--- config.mk ---
export PLATFORM = sky130hd
export DESIGN_NAME = mem_access_unit
export DESIGN_NICKNAME = d
export VERILOG_FILES = /design/src/rtl/mem_access_unit.sv
export SDC_FILE = /design/constraint.sdc
export NUM_CORES = 1
export LEC_CHECK = 0
export CAP_MARGIN = 20
export CORE_MARGIN = 1.5
export CORE_UTILIZATION = 41
export DETAILED_ROUTE_END_ITERATION = 8
export PLACE_DENSITY = 0.77
export SYNTH_ARGS = -nofsm -noshare
export SYNTH_HDL_FRONTEND = slang
export SYNTH_SLANG_ARGS = --single-unit
--- constraint.sdc ---
create_clock -name clk -period 1.9 [get_ports clk]
set_input_delay 0.285 -clock clk [delete_from_list [all_inputs] [get_ports clk]]
set_output_delay 0.285 -clock clk [all_outputs]
set_load 0.02 [all_outputs]
--- src/rtl/mem_access_unit.sv ---
// mem_access_unit: byte/half/word load-store unit with a ready handshake to
// data memory. It checks alignment, drives lane byte-enables and
// lane-replicated store data, extracts and extends load data, and aborts
// with an error flag when the memory does not answer in time.
module mem_access_unit #(
  parameter int DW      = 32,
  parameter int AW      = 32,
  parameter int TIMEOUT = 255
) (
  input  logic            clk,
  input  logic            reset,
  input  logic            start,
  input  logic            is_load,
  input  logic [1:0]      size,
  input  logic            sign_ext,
  input  logic [AW-1:0]   addr,
  input  logic [DW-1:0]   store_data,
  output logic            busy,
  output logic            done,
  output logic [DW-1:0]   load_data,
  output logic            misalign_err,
  output logic            timeout_err,
  output logic            mem_req,
  output logic            mem_we,
  output logic [AW-1:0]   mem_addr,
  output logic [DW/8-1:0] mem_be,
  output logic [DW-1:0]   mem_wdata,
  input  logic [DW-1:0]   mem_rdata,
  input  logic            mem_ready
);

  localparam int NB = DW / 8;
  localparam int OW = $clog2(NB);
  localparam int CW = $clog2(TIMEOUT + 1);

  typedef enum logic [1:0] {IDLE, REQ, DONE} state_t;

  state_t          state, state_nx;
  logic            ld_q, sext_q;
  logic [1:0]      size_q;
  logic [OW-1:0]   off_q;
  logic [CW-1:0]   cnt;

  logic [OW-1:0]   off;
  logic            ok;
  logic [NB-1:0]   be_c;
  logic [DW-1:0]   wdata_c;
  logic [DW-1:0]   sh;
  logic [DW-1:0]   ext;
  logic            tmo;

  assign off = addr[OW-1:0];
  assign tmo = (cnt == CW'(TIMEOUT - 1));

  // Legality and alignment of the incoming request
  always_comb begin
    ok = 1'b0;
    case (size)
      2'b00:   ok = 1'b1;
      2'b01:   ok = ~addr[0];
      2'b10:   ok = (addr[1:0] == 2'b00);
      default: ok = 1'b0;
    endcase
  end

  // Lane byte-enables and replicated write data for the incoming request
  always_comb begin
    be_c    = '0;
    wdata_c = '0;
    case (size)
      2'b00: begin
        be_c    = NB'(1) << off;
        wdata_c = {NB{store_data[7:0]}};
      end
      2'b01: begin
        be_c    = NB'(3) << off;
        wdata_c = {(NB/2){store_data[15:0]}};
      end
      default: begin
        be_c    = NB'(4'hF) << off;
        wdata_c = {(NB/4){store_data[31:0]}};
      end
    endcase
  end

  // Load extraction: shift the addressed lane down, then extend
  assign sh = mem_rdata >> {off_q, 3'b000};

  always_comb begin
    ext = '0;
    case (size_q)
      2'b00:   ext = sext_q ? DW'($signed(sh[7:0]))  : DW'(sh[7:0]);
      2'b01:   ext = sext_q ? DW'($signed(sh[15:0])) : DW'(sh[15:0]);
      default: ext = sext_q ? DW'($signed(sh[31:0])) : DW'(sh[31:0]);
    endcase
  end

  // State register
  always_ff @(posedge clk or negedge reset) begin
    if (!reset) state <= IDLE;
    else        state <= state_nx;
  end

  // Next-state logic; handshake outputs decode straight from state so an
  // asynchronous reset drops them without waiting for a clock edge
  always_comb begin
    state_nx = state;
    busy     = 1'b0;
    done     = 1'b0;
    mem_req  = 1'b0;
    case (state)
      IDLE: if (start) state_nx = ok ? REQ : DONE;
      REQ: begin
        busy    = 1'b1;
        mem_req = 1'b1;
        if (mem_ready || tmo) state_nx = DONE;
      end
      DONE: begin
        busy     = 1'b1;
        done     = 1'b1;
        state_nx = IDLE;
      end
      default: state_nx = IDLE;
    endcase
  end

  // Request capture, timeout counting, result and error flags
  always_ff @(posedge clk or negedge reset) begin
    if (!reset) begin
      ld_q         <= 1'b0;
      sext_q       <= 1'b0;
      size_q       <= 2'b00;
      off_q        <= '0;
      cnt          <= '0;
      load_data    <= '0;
      misalign_err <= 1'b0;
      timeout_err  <= 1'b0;
      mem_we       <= 1'b0;
      mem_addr     <= '0;
      mem_be       <= '0;
      mem_wdata    <= '0;
    end else begin
      case (state)
        IDLE: if (start) begin
          ld_q         <= is_load;
          sext_q       <= sign_ext;
          size_q       <= size;
          off_q        <= off;
          cnt          <= '0;
          misalign_err <= ~ok;
          timeout_err  <= 1'b0;
          // memory-side outputs only change for requests that will be issued
          if (ok) begin
            mem_we    <= ~is_load;
            mem_addr  <= {addr[AW-1:OW], OW'(0)};
            mem_be    <= be_c;
            mem_wdata <= wdata_c;
          end
        end
        REQ: begin
          if (mem_ready) begin
            if (ld_q) load_data <= ext;
          end else if (tmo) begin
            timeout_err <= 1'b1;
            load_data   <= '0;
          end else begin
            cnt <= cnt + CW'(1);
          end
        end
        default: ;
      endcase
    end
  end

endmodule
## Word level (Yosys, flattened, before mapping)

Index checks and enable logic that the tools add are counted.

- Shift operators: 4
- Equal/unequal tests: 12
- Add/sub/neg operators: 1
- Reduce and logical (&&, ||, !) cells: 14
- Mux-type cells: 24
- Bitwise gates (word level): 3

Operator list:

| operator | count |
|---|---|
| $mux W32 | 5 |
| $pmux W32 S2 | 2 |
| $shr A32 B5 Y32 | 1 |
| $mux W8 | 3 |
| $pmux W8 S2 | 1 |
| $ne A2 B2 Y1 const B | 5 |
| $add A8 B1 Y8 const B | 1 |
| $eq A8 B8 Y1 const B | 1 |
| $logic_not A2 Y1 | 4 |
| $pmux W4 S2 | 1 |
| $reduce_and A4 Y1 | 2 |
| $eq A2 B1 Y1 const B | 3 |
| $mux W1 | 6 |
| $mux W2 | 3 |
| $reduce_and A3 Y1 | 2 |
| $eq A2 B2 Y1 const B | 2 |
| $pmux W2 S2 | 1 |
| $reduce_and A2 Y1 | 2 |
| $reduce_bool A2 Y1 | 2 |
| $shl A1 B2 Y4 const A | 1 |
| $shl A2 B2 Y4 const A | 1 |
| $shl A4 B2 Y4 const A | 1 |
| $not A1 Y1 | 3 |
| $pmux W1 S3 | 1 |
| other kinds (4) | 4 |

- Input port bits: 104
- Bits in registers: 117
- Word-level logic and storage cells: 71

## Logic depth before layout (Yosys ltp)

Gate-level depths: netlist of the first run.

- Depth in word-level cells: 5
- Mapped depth: 9

## Worst setup path after synthesis of the first run

Ideal clock, no wire load.

- Path type: reg-to-reg
- Start point: register state[1]
- End point: register cnt[6]
- Setup slack: -0.085 ns
- Period minus slack after synthesis: 1.985 ns
- Setup time: 0.077 ns
- Arrival time: 1.908 ns
- Cell stages (with the launch flop): 9
- Path buffers: 2
- Path through: dfrtp_1 inv_1 ha_1 buf_2 or2_2 o211ai_1 clkbuf_1 or4_1 a21oi_1

- Word-level cells in the longest chain between the ends: 3

Ends and longest elaborated chain:

| item | RTL line | RTL |
|---|---|---|
| from (decl) | 38 | `state_t state, state_nx;` |
| from (signal assigned) | 101 | `else state <= state_nx;` |
| $eq A2 B1 Y1 / $logic_not A2 Y1 (equally long branches) | 143 | `case (state)` |
| $ne A2 B2 Y1 (no line) / $reduce_bool A2 Y1 (equally long branches) | n/a |  |
| $reduce_and A4 Y1 (no line) | n/a |  |
| to (signal assigned) | 167 | `cnt <= cnt + CW'(1);` |
| to (decl) | 42 | `logic [CW-1:0] cnt;` |

Parallel ways exist; a longest one is shown, timed or not.
A chain may end at the register's enable or synchronous reset.

## Worst setup path in the final report of the first run

- Start point: register state[0]
- End point: output busy

- Word-level cells in the longest chain between the ends: 3

Ends and longest elaborated chain:

| item | RTL line | RTL |
|---|---|---|
| $eq A2 B1 Y1 / $eq A2 B2 Y1 (equally long branches) | 111 | `case (state)` |
| $reduce_or A2 Y1 (no line) * | n/a |  |
| $mux W1 * | 111 |  |
| to (decl) | 18 | `output logic busy,` |

Every way passes the cells marked *; elsewhere a longest branch is shown, timed or not.

==> results of run 1 <==
-- final cells by class --
cell class / count / area (um2) / share of cell area (%)
Antenna cell: 1 / 2.502 / 0.02818
Clock inverter: 10 / 127.6 / 1.437
Multi-Input combinational cell: 327 / 2639 / 29.71
Clock buffer: 22 / 474.2 / 5.340
Tap cell: 180 / 225.2 / 2.536
Sequential cell: 117 / 2929 / 32.98
Inverter: 4 / 15.01 / 0.1691
Timing Repair Buffer: 247 / 2469 / 27.80
-- power by group through the flow --
stage | sequential [mW] | clock, mW | combinational [mW]
2_1_floorplan | 5.38 | 0 | 2.39
3_3_place_gp | 4.29 | 0 | 6.51
3_5_place_dp | 4.34 | 0 | 6.63
4_1_cts | 4.33 | 3.33 | 6.66
5_1_grt | 4.46 | 3.42 | 7.09
6_report | 4.32 | 3.25 | 6.65
-- through the flow --
stage	util (%)	cells	hold WS (ns)
floorplan	-	482	-0.01059
global placement	59.85	874	0.2564
detailed placement	59.85	874	0.2519
CTS	64.30	907	0.3687
global route	64.48	908	0.3961
finish	64.48	908	0.3626
-- layout by cell type (no fill, tap or decap), types with 4 or more instances in the layout --
cell type	Yosys	routed
o21ai_0	35	35
a21oi_1	15	15
nand2_1	41	40
mux2_1	5	5
clkinv_2	0	6
clkdlybuf4s50_1	0	203
a221o_1	6	6
nor4_1	4	4
and3_1	4	4
dfrtp_1	117	116
buf_4	10	32
mux2i_1	38	38
mux2_2	82	82
nand3b_1	7	7
buf_12	0	8
a211o_1	8	8
clkbuf_16	0	17
nand3_1	13	13
nor2_1	18	17
-- worst max-delay path by stage --
stage,endpoint,from,slack [ns]
final,busy,state[0],0.06
after global placement,mem_addr[12],addr[1],-0.12
after CTS,busy,state[0],0.03
after floorplan,cnt[6],state[1],0.02
after detailed placement,mem_wdata[14],addr[1],-0.15
after global routing,cnt[7],state[1],0.003
-- sequential cells by signal (all words and copies together) (netlist names) --
signal,count
misalign_err,1
mem_be,4
timeout_err,1
state,2
mem_we,1
cnt,8
load_data,32
sext_q,1
mem_wdata,32
ld_q,1
mem_addr,30
off_q,2
size_q,2
-- metal layers --
| layer | track usage [%] | vias to the layer above |
|---|---|---|
| met5 | 0 | - |
| met4 | 9.779 | 0 |
| met3 | 10.53 | 31 |
| met2 | 40.34 | 222 |
| met1 | 27.19 | 2391 |
| li1 | - | 2211 |
-- kinds of logic after synthesis --
kind of cell             Yosys count  share of synthesized area, %
multiplexers                     127                         24.40
flip-flops                       117                         51.13
AND/OR/NAND/NOR                  108                         9.526
AO/OA/AOI/OAI                     84                         9.985
buffers and inverters             38                         3.648
adder cells (fa/ha/maj)            5                         1.092
other                              1                       0.06548
XOR/XNOR                           1                        0.1530
-- worst register-to-register path: cells and delay by family, from the launching register on --
kind | cells | cell delay [ns]
flops | 1 | 0.39
fa+ha+maj | 1 | 0.22
buf+inv | 2 | 0.31
simple gates | 2 | 0.49
compound gates | 2 | 0.29
-- timing repair --
item	4_1_cts	5_1_grt
hold buffers	1	0
endpoints found under the hold margin	27	0
gates resized for setup	5	6
endpoints found under the setup margin	10	7
pin swaps	0	1
==> metrics.txt, run 1 <==
status complete, no violations; top cells by area, synth dfrtp_1 (51%), mux2_2 (16%), mux2i_1 (6.6%); Setup crit end kind output pin; CORE AREA roughly 0.014 mm2; Final nets roughly 820; Distinct cells, synth 53; Initial Util between 40% and 50%; RSZ-0062 raised after global routing no; CP arrival approximately 1.6 ns; routed wl met3 approximately 1800 um; Die ar. between 0.01 and 0.015 mm2; row count 43; largest net degree at the start of global routing 41; switching share of power between 30% and 40%; cts bufs inserted 17; dpl hpwl 12610 um; die span in y roughly 120 um; crit start category flip-flop; DRC viols 0; sequential power share between 30% and 40%; Internal Power between 9 and 10 mW; fin area roughly 0.009 mm2; Critical Path Stages 3; M1 wire length roughly 6400 um; #FFs+latches synth 117; Hold Path Class in -> async; Bufs and invs on worst path 2; crit-path leading delay family buffers and inverters; pre-CTS setup slack -0.1487 ns; Slew Viols, Final 0; H-tree levels 4; EDFF count, synth 0; post-DR wirelength/cell 18.61 um; GRT Total Usage between 20% and 30%; Skew-Pair Late Insertion Delay around 0.4 ns; reg2reg setup slack approximately 0.12 ns; Final min period between 1.5 and 2 ns; Die W about 120 um; PwrDens roughly 1600 mW/mm2; CTS max path bufs 2; crit path cell chain inv_1, ha_4, dlygate4sd2_1; final cycle utilization of the critical path between 90% and 100%; Main synth FF type dfrtp_1; final hold vios 0; Peak VDD IR 1016 uV; via count approximately 5000; final worst setup slack 0.05585 ns; leading area contributor after synthesis dfrtp_1; DR vias/cell around 5.3; top-count cell post-synth dfrtp_1; layout cells sized above 1 about a quarter; share of synthesized registers carrying an async set or reset 100.0%; capturing point of the worst reg2reg path cnt[2]; Area after DPL 0.008243 mm2; clock root buffer clkbuf_16; CP Class reg -> out; GRT Residual Overflow 0; CTS sink cnt between 100 and 150; synthesized instance count about 480; first-pass GRT wire length ~27000 um; Total Routed Length 16900 um; cell leakage power approximately 3.9 nW; Reg clk slew, reported paths 0.05 ns; filler instances about 1100; Max Clk Rate 0.5423 GHz; CTS tree done; cell area after synthesis roughly 0.0057 mm2; Clock power frac a little under a quarter; Ys Warns 0; final setup vio count 0; met2 WL 8291 um; sequential fraction of the synthesis area between 50% and 60%; vias in the first global route 5122; Max stage delay on crit path roughly 0.41 ns; max layer used met4; Layout area overhead 55.08%; I/O Pins 210; drt first pass iters 4; Final Wtd Congestion between 0.8 and 0.9; slowest CP cell dfrtp_1; total power ~14 mW; combinational share of power 46.8%; Max-Cap Viols 0; Worst R2R Start state[1]; Syn Area/Cell around 12 um2; Synth top area share between 50% and 60%; DRT iter0 DRCs between 200 and 300; crit-path max FO 3; Clock Skews 0.004880 ns; antenna violations before repair 1; setup tns final 0 ns; Worst Path Required 1.62 ns; Setup Fix Bufs, Post-CTS 0; post-route ant nets 0; IO Port Bufs 207; Commonest cells post-synth dfrtp_1 (117), mux2_2 (82), nand2_1 (41); P_sw between 5 and 6 mW; Reg2Reg Depth 7
No activity file was read; power rests on OpenSTA's default activity.
==> run 2: changes to the inputs <==
- SKIP_CTS_REPAIR_TIMING: default -> 1
==> run 2 against run 1 <==
Compared with the run above: global-route usage about the same; power is essentially flat; die area unchanged; sequential power barely moved; via count fell by 0.35%; clock skew about the same; setup slack improved by 0.071 ns; sequential cell count unchanged; critical path type is now reg -> reg; largest power group unchanged; highest routed layer unchanged.
==> metrics.txt, run 2 (synthesized netlist as in run 1, its figures left out) <==
I/O Pins 210 (unchanged); H-tree levels 4 (unchanged); final hold vios 0 (unchanged); Die ar. 0.01469 mm2 (unchanged); worst hold margin 0.3627 ns (+0.0001890 ns); Slew Viols, Final 0 (unchanged); Internal Power 9.184 mW (+0.20%); status complete, no violations; CP Class reg -> reg; die span in y 121.2 um (unchanged); Peak VDD IR 1014 uV (-0.19%); crit-path max FO 8 (+5); CTS sink cnt 117 (unchanged); vias in the first global route 5122 (unchanged); drt first pass iters 4 (unchanged); Reg clk slew, reported paths 0.05 ns (about the same); Reg2Reg Depth 7 (unchanged); Final min period 1.773 ns (-0.07130 ns); PwrDens 1601 mW/mm2 (about the same); layout cells sized above 1 23.93% (unchanged); row count 43 (unchanged); CTS tree done; Final nets 823 (unchanged); CORE AREA 0.01377 mm2 (unchanged); dpl hpwl 12610 um (unchanged); Worst Path Required 2.24 ns (+0.62 ns); Die W 121.2 um (unchanged); CP arrival 2.11 ns (+0.55 ns); Setup crit end kind flip-flop; DR vias/cell 5.328 (-0.35%); Skew-Pair Late Insertion Delay 0.41 ns (about the same); Final Wtd Congestion 0.8256 (unchanged); CTS max path bufs 2 (unchanged); Max-Cap Viols 0 (unchanged); IO Port Bufs 207 (unchanged); Final Non-Filler Cells 908 (unchanged); Max Clk Rate 0.5641 GHz (+4.0%); via count 4838 (-0.35%); M1 wire length 6460 um (+0.44%); GRT Total Usage 24.20% (about the same); switching share of power 35.49% (-0.071 points); largest net degree at the start of global routing 41 (unchanged); cts bufs inserted 17 (unchanged); first-pass GRT wire length 26910 um (about the same); combinational share of power 46.8% (about the same); pre-CTS setup slack -0.1487 ns (unchanged); Clock Skews 0.005226 ns (+0.0003469 ns); DRT iter0 DRCs 275 (-4.2%); GRT Residual Overflow 0 (unchanged); clock root buffer clkbuf_16; capturing point of the worst reg2reg path cnt[2]; most common library cell in the layout ignoring fill and taps clkdlybuf4s50_1; final setup vio count 0 (unchanged); RSZ-0062 raised after global routing no; post-route ant nets 0 (unchanged); DRC viols 0 (unchanged); Clock power frac 22.8% (about the same); post-DR wirelength/cell 18.58 um (-0.15%); Hold Path Class in -> async; Layout area overhead 55.28%; final worst setup slack 0.1271 ns (+0.07130 ns); antenna violations before repair 1 (unchanged); max layer used met4; met2 WL 8216 um (-0.90%); Largest regs load_data: 32 flops, mem_wdata: 32 flops, mem_addr: 30 flops; DP Cell Count 874 (unchanged); P_sw 5.053 mW (-0.11%); cell leakage power 3.883 nW (+0.82%); Initial Util 41.58% (unchanged); crit start category flip-flop; final cycle utilization of the critical path 93.31% (-3.8 points); sequential power share 30.4% (about the same); Total Routed Length 16870 um (-0.15%); routed wl met3 1750 um (-0.23%); Worst R2R Start state[0]; reg2reg setup slack 0.13 ns (about the same); leading cell types in the layout, fill and taps excluded clkdlybuf4s50_1 (203), dfrtp_1 (116), mux2_2 (82)
==> run 2: cell count changes in the layout (fill, tap and decap cells not counted), sizes merged <==
cell and change:
dlygate4sd2 -3, dlymetal6s2s +3
==> run 2: per-stage QoR <==
step | total power, mW | utilization (%) | setup TNS (ns) | cell area (um2)
6_report | 14.24 | 64.56 | 0 | 8892
5_1_grt | 14.99 | 64.56 | 0 | 8892
4_1_cts | 14.34 | 64.22 | -0.6273 | 8845
2_1_floorplan | 7.767 | - | 0 | 5743
3_3_place_gp | 10.80 | 59.85 | -6.605 | 8243
3_5_place_dp | 10.97 | 59.85 | -8.560 | 8243
==> run 2: power by group through the flow <==
stage / sequential, mW / clock (mW) / combinational (mW)
after floorplan: 5.38 / 0 / 2.39
final: 4.32 / 3.24 / 6.67
after CTS: 4.33 / 3.33 / 6.68
after detailed placement: 4.34 / 0 / 6.63
after global routing: 4.46 / 3.42 / 7.10
after global placement: 4.29 / 0 / 6.51
==> run 2: final cells by class <==
class                           count  area (um2)
Fill cell                        1083        4881
Antenna cell                        1       2.502
Clock buffer                       22       474.2
Tap cell                          180       225.2
Clock inverter                     10       127.6
Sequential cell                   117        2929
Inverter                            4       15.01
Timing Repair Buffer              247        2480
Multi-Input combinational cell    327        2639
==> run 2: how the worst max path moves through the flow <==
stage	startpoint	to
3_3_place_gp	addr[1]	mem_addr[12]
3_5_place_dp	addr[1]	mem_wdata[14]
4_1_cts	state[0]	busy
6_report	state[0]	cnt[2]
2_1_floorplan	state[1]	cnt[6]
5_1_grt	state[0]	cnt[7]
==> run 2: critical path, cell delays in order (launching register included) <==
cell and delay [ns]:
dfrtp_1 0.42, inv_1 0.15, ha_4 0.17, or2_2 0.11, o211ai_1 0.14, buf_4 0.20, or3_1 0.35, a21oi_1 0.15
==> run 2: routing by layer <==
metal / GRT usage (%) / vias to the layer above
li1: - / 2213
met1: 27.25 / 2373
met2: 40.34 / 219
met3: 10.48 / 33
met4: 9.779 / 0
met5: 0 / -
